### config.mk
export PLATFORM = sky130hd
export DESIGN_NAME = fetch_queue
export DESIGN_NICKNAME = d
export VERILOG_FILES = /design/src/rtl/fetch_queue.sv
export SDC_FILE = /design/constraint.sdc
export NUM_CORES = 1
export LEC_CHECK = 0
export CORE_MARGIN = 10
export CORE_UTILIZATION = 55
export CTS_CLUSTER_DIAMETER = 50
export DETAILED_ROUTE_END_ITERATION = 16
export PLACE_DENSITY = 0.88
export SKIP_LAST_GASP = 1
export SYNTH_ARGS = -nofsm -noshare
export SYNTH_HDL_FRONTEND = slang
export SYNTH_SLANG_ARGS = --single-unit
export TNS_END_PERCENT = 10
### constraint.sdc
create_clock -name clock -period 3.9 [get_ports clock]
set_input_delay 0.975 -clock clock [delete_from_list [all_inputs] [get_ports clock]]
set_output_delay 0.975 -clock clock [all_outputs]
set_load 0.01 [all_outputs]
### src/rtl/fetch_queue.sv
// Instruction queue between fetch and decode: a DEPTH-entry circular buffer of
// {pc, instruction, misaligned}. It is emptied by a flush on a redirect.
module fetch_queue #(
  parameter int DEPTH     = 4,
  parameter int PTR_WIDTH = 2
) (
  input  logic                 clock,
  input  logic                 reset,
  input  logic                 in_valid,
  input  logic [31:0]          in_pc,
  input  logic [31:0]          in_instruction,
  output logic                 in_ready,
  input  logic                 flush,
  output logic                 out_valid,
  output logic [31:0]          out_pc,
  output logic [31:0]          out_instruction,
  output logic                 out_misaligned,
  input  logic                 out_ready,
  output logic [PTR_WIDTH:0]   count
);

  localparam logic [PTR_WIDTH:0]   FULL_CNT = (PTR_WIDTH + 1)'(DEPTH);
  localparam logic [PTR_WIDTH:0]   CNT_ONE  = (PTR_WIDTH + 1)'(1);
  localparam logic [PTR_WIDTH-1:0] PTR_ONE  = PTR_WIDTH'(1);

  logic [PTR_WIDTH-1:0] wptr_q, wptr_d;
  logic [PTR_WIDTH-1:0] rptr_q, rptr_d;
  logic [PTR_WIDTH:0]   cnt_q, cnt_d;

  logic [31:0] pc_mem_q   [DEPTH];
  logic [31:0] pc_mem_d   [DEPTH];
  logic [31:0] inst_mem_q [DEPTH];
  logic [31:0] inst_mem_d [DEPTH];
  logic        mis_mem_q  [DEPTH];
  logic        mis_mem_d  [DEPTH];

  logic push;
  logic pop;

  // Handshake: a transfer happens on a rising edge where valid & ready are both
  // high and flush is low. in_ready depends on registered occupancy only, so a
  // full queue never accepts in the same cycle that decode pops.
  assign in_ready  = (cnt_q != FULL_CNT);
  assign out_valid = (cnt_q != '0);
  assign push      = in_valid & in_ready & ~flush;
  assign pop       = out_valid & out_ready & ~flush;
  assign count     = cnt_q;

  // Head is read straight from storage; zeroed while empty so stale data never leaks.
  assign out_pc          = out_valid ? pc_mem_q[rptr_q]   : 32'h0;
  assign out_instruction = out_valid ? inst_mem_q[rptr_q] : 32'h0;
  assign out_misaligned  = out_valid ? mis_mem_q[rptr_q]  : 1'b0;

  always_comb begin
    pc_mem_d   = pc_mem_q;
    inst_mem_d = inst_mem_q;
    mis_mem_d  = mis_mem_q;
    if (push) begin
      pc_mem_d[wptr_q]   = in_pc;
      inst_mem_d[wptr_q] = in_instruction;
      mis_mem_d[wptr_q]  = (in_pc[1:0] != 2'b00);
    end
  end

  always_comb begin
    wptr_d = wptr_q;
    rptr_d = rptr_q;
    cnt_d  = cnt_q;
    if (flush) begin
      wptr_d = '0;
      rptr_d = '0;
      cnt_d  = '0;
    end else begin
      if (push) wptr_d = wptr_q + PTR_ONE;
      if (pop)  rptr_d = rptr_q + PTR_ONE;
      if (push && !pop)      cnt_d = cnt_q + CNT_ONE;
      else if (pop && !push) cnt_d = cnt_q - CNT_ONE;
    end
  end

  always_ff @(posedge clock) begin
    if (reset) begin
      wptr_q <= '0;
      rptr_q <= '0;
      cnt_q  <= '0;
    end else begin
      wptr_q <= wptr_d;
      rptr_q <= rptr_d;
      cnt_q  <= cnt_d;
    end
  end

  // Storage needs no reset: out_valid masks every entry that is not live.
  always_ff @(posedge clock) begin
    pc_mem_q   <= pc_mem_d;
    inst_mem_q <= inst_mem_d;
    mis_mem_q  <= mis_mem_d;
  end

endmodule
Yosys cells after proc, flatten, opt, wreduce, memory -nomap -nowiden
Cells that the tools add are included.
Widths: inputs -> output; s select.

storage, ports and cells
  bits in registers = 267
  input bits = 69
  output and inout port bits = 70

operators by class
  add/subtract/negate cells = 4
  order comparisons = 3
  equality and inequality tests = 1
  mux-type cells = 21
  bitwise logic cells = 7
  reduce and logical (&&, ||, !) cells = 9

operator list
  operator             number
  $bwmux 128           2
  $mux 32              7
  $bmux 32 s2          2
  $demux 32 s2         1
  $ge 3x3->1 const B   2
  $mux 3               2
  $not 2->3            2
  $add 2x1->2 const B  2
  $and 1x1->1          4
  $bwmux 4             1
  $mux 1               4
  $reduce_bool 2->1    2
  $add 3x1->3 const B  1
  $logic_and 1x1->1    3
  $lt 3x1->1 const B   1
  $ne 3x3->1 const B   1
  $reduce_bool 3->1    1
  $sub 3x1->3 const B  1
  $bmux 1 s2           1
  $demux 1 s2          1
  $logic_not 1->1      2
  $reduce_or 2->1      1
  $not 1->1            1

Logic depth before layout (Yosys ltp)
  word-level depth = 7
  gate-level depth with buffers = 9
  gate-level depth less buffers = 8

Worst setup path before layout
Ideal clock, no wire load.

  path kind = input-to-reg
  start point = input in_valid
  end point = register inst_mem_q[0] (netlist name), enable pin
  library setup time = 0.430 ns
  arrival = 2.894 ns
  path slack = 0.575 ns
  stages on the path = 2
  cell sequence = nor2b_1 > and3_1

between the ends
  longest elaborated chain between the ends = 2

RTL lines
  what                      line  text
  from (decl)               9     input logic in_valid,
  $and 1x1->1 (2 in a row)  45    assign push = in_valid & in_ready & ~flush;
  to (signal assigned)      96    inst_mem_q <= inst_mem_d;
  to (decl)                 32    logic [31:0] inst_mem_q [DEPTH];

Every way passes these cells.
A chain may end at the register's enable or synchronous reset.

Final worst setup path
  start point = register rptr_q[0]
  end point = output out_pc[5]

between the ends
  longest elaborated chain between the ends = 5

RTL lines
  what                                        line  text
  from (decl)                                 27    logic [PTR_WIDTH-1:0] rptr_q, rptr_d;
  from (signal assigned)                      88    rptr_q <= rptr_d;
  $not 2->3 (not written as such)             50    assign out_pc = out_valid ? pc_mem_q[rptr_q] : 32'h0;
  $bmux 32 s2                                 50
  $mux 32 (not written as such) (2 in a row)  50
  $mux 32                                     50
  to (decl)                                   15    output logic [31:0] out_pc,

Every way passes these cells. The select of a mux whose other input is x is not followed.

==> flow_summary_export.csv <==
group,metric,value,unit
outcome,status,"finished clean",
clock_network,cts-root-buf,"clkbuf_16",
logic_synthesis,seq_area_frac_synth,0.7722,
logic_synthesis,synth_top_area_share,0.7586,
logic_synthesis,synth_warnings,0,
logic_synthesis,synthTopCellsByArea,"edfxtp_1 76%, mux4_2 14%, and2_1 4.0%, dfxtp_1 1.4%, buf_12 0.78%",
logic_synthesis,ys_ff_latch,267,
sta,slew_headroom,0.5710,
layout,drive_gt1_frac,0.2041,
sta,tns,0,ns
logic_synthesis,avgSynthCellArea,22.33,um^2
detailed_routing,wl_per_cell,23.48,um
clock_network,cts_sinks,267,
logic_synthesis,synth.distinct_cells,27,
placed_design,dpl.hpwl,12510,um
worst_setup_path,critPathLaunch,"rptr_q[0]",
layout,layout.nets,692,
worst_setup_path,cp.required,2.92,ns
min_path,hold_path_depth,2,
die,dieArea,24580,um^2
layout,area_delta_synth_final,25.87,%
die,io_pins,139,
clock_network,cts-buffers-inserted,27,
sta,rsz0062_at_grt,"false",
logic_synthesis,synth_cells,461,
clock_network,clock_latency,0.51,ns
run,drv_cap,0,
die,start_util,0.5652,
detailed_routing,ant_nets,0,
worst_setup_path,path_cells,"buf_4, mux4_2, and2_1, clkdlybuf4s50_1",
die,core-area,18210,um^2
logic_synthesis,syn_area,10290,um^2
grt,antenna_found_initial,1,
worst_setup_path,crit_type,"register to output pin",
power,p_sw,1245,uW
sta,period_needed,3.583,ns
placed_design,dp.cells,817,
power,p_seq_frac,0.506,
sta,hold_viol_final,0,
power,ir_drop,0.3776,mV
clock_network,cts_setup_buffers,0,
power,p_per_area,490.1,nW/um^2
detailed_routing,drtIter0Drc,388,
worst_setup_path,cp-start-kind,"register",
sta,worst_pin_slew,0.6435,ns
sta,finalSetupViolCount,0,
worst_setup_path,crit_family,"buffers and inverters",
grt,grt_use_total,0.1672,
sta,min_period_over_period,0.9186,
worst_setup_path,cp.depth,4,
worst_setup_path,cp-endpoint,"out_pc[5]",
detailed_routing,drtPass1Iterations,6,
grt,grt_max_degree,67,
layout,stdcell_area,12950,um^2
placed_design,gp_congestion,0.7557,
logic_synthesis,syn_nets,536,
layout,fin_cells,867,
worst_setup_path,cp-end-kind,"output pin",
logic_synthesis,yosys.area.top_type,"edfxtp_1",
die,die_width,156.8,um
detailed_routing,avgViaCountPerCell,5.701,
grt,grt_pass1_wl,31950,um
power,swShare,0.1960,
worst_setup_path,r2r_start,"count[0]",
sta,hold_slack,0.5679,ns
die,rows,49,
layout,postLayoutCoreUtil,0.7115,
detailed_routing,totalWireLength,20360,um
worst_setup_path,crit_path_max_incr_delay,0.59,ns
worst_setup_path,rr_worst_depth,8,
grt,grt_overflow,0,
sta,slew_viol_final,0,
sta,finClkSkew,0.007882,ns
worst_setup_path,worstPathMaxFanout,18,
worst_setup_path,cp_slowest_cell,"dfxtp_4",
placed_design,place_area,12010,um^2
power,clkPwrFrac,0.425,
power,intPower,5105,uW
worst_setup_path,r2r_end,"count[2]",
detailed_routing,via_count,4943,
clock_network,cts_tree,"built",
power,p_comb_frac,0.069,
detailed_routing,post-route-drc-count,0,
worst_setup_path,worst-path-buf-inv,2,
die,fp.dieH,156.8,um
worst_setup_path,crit_arrival,2.61,ns
clock_network,htreeDepth,1,
grt,grt_pass1_vias,5537,
clock_network,clockBufferDepth,3,
placed_design,port_buffers,138,
clock_network,path_clk_slew,0.06,ns
worst_setup_path,rrSetupSlack,1.52,ns
sta,clock.fmax,279.1,MHz
power,leakagePower,0.004122,uW
min_path,worstHoldPathType,"register to register",
==> per-stage QoR <==
step	worst slack, ns	total power (uW)
global placement	0.6530	3695
floorplan	0.5751	3458
global route	0.1695	6552
finish	0.3174	6349
CTS	0.05580	6401
detailed placement	0.5205	3715
==> repair_timing <==
item,in CTS,in global routing
hold buffers,0,0
setup endpoints to repair,0,3
gates resized for setup,0,1
==> worst min-delay path, delay by kind of cell (launching register included) <==
family | cells | cell delay, ns
flops | 1 | 0.36
compound gates | 2 | 0.16
==> logic make-up (layout without fill, tap and decap cells) <==
kind of cell,after synthesis,count (layout),synth area share
flops,267,267,0.7722
simple gates,84,84,0.04996
mux,66,66,0.1432
buf+inv,27,203,0.01872
compound gates,7,7,0.004498
fa+ha+maj,6,6,0.008023
xor+xnor,4,4,0.003403
other cells,0,1,0
==> routing by layer <==
layer	vias up	part of all wire	track usage	routed length, um
met3	21	0.073	0.04386	1487
met5	-	0	0	0
met4	0	0.011	0.03146	216
li1	2186	-	-	-
met1	2569	0.41	0.2139	8327
met2	167	0.51	0.2849	10330
==> flip-flops by register name, summed over array words and instances, names as in the netlist <==
name        count
inst_mem_q    128
count           3
pc_mem_q      128
rptr_q          2
mis_mem_q       4
wptr_q          2
==> worst min path at each step <==
stage	startpoint	endpoint	slack, ns
6_report	count[2]	count[2]	0.57
5_1_grt	count[2]	count[2]	0.60
4_1_cts	count[2]	count[2]	0.56
3_5_place_dp	count[2]	count[2]	0.55
3_3_place_gp	count[2]	count[2]	0.53
2_1_floorplan	wptr_q[1]	wptr_q[1]	0.51
==> cells in the mapped netlist, drive strengths merged <==
library cell / instances
a21oi: 2
inv: 3
o31ai: 2
nor2: 5
nand3: 1
mux4: 65
clkbuf: 10
nor2b: 1
or2: 3
mux2i: 1
ha: 5
nand4: 1
buf: 14
dfxtp: 7
or3b: 1
and3: 4
xor2: 4
fa: 1
edfxtp: 260
o311ai: 1
and2: 66
or3: 2
a21o: 1
o21ai: 1
==> placed cells by master, fill, tap and decap left out, types with 4 or more instances in the layout <==
cell type and count:
and2_1 66, and3_4 4, buf_12 8, buf_4 5, bufinv_16 5, clkbuf_1 5, clkbuf_16 27, clkdlybuf4s50_1 138
dfxtp_1 5, edfxtp_1 260, ha_1 5, mux4_2 65, nor2_1 5, xor2_1 4
==> cell type report <==
type | instances | area, um^2
Fill cell | 1062 | 5254
Clock inverter | 14 | 207.7
Sequential cell | 267 | 7955
Timing Repair Buffer | 151 | 1579
Antenna cell | 1 | 2.502
Multi-Input combinational cell | 167 | 2177
Inverter | 3 | 11.26
Tap cell | 229 | 286.5
Clock buffer | 35 | 735.7
==> power groups by stage <==
stage	registers, uW	logic [uW]	clock network (uW)
final	3210	437	2700
after global routing	3210	470	2870
after CTS	3210	446	2740
after detailed placement	3270	442	0
after global placement	3270	428	0
after floorplan	3270	189	0
(Power assumes the default switching activity.)
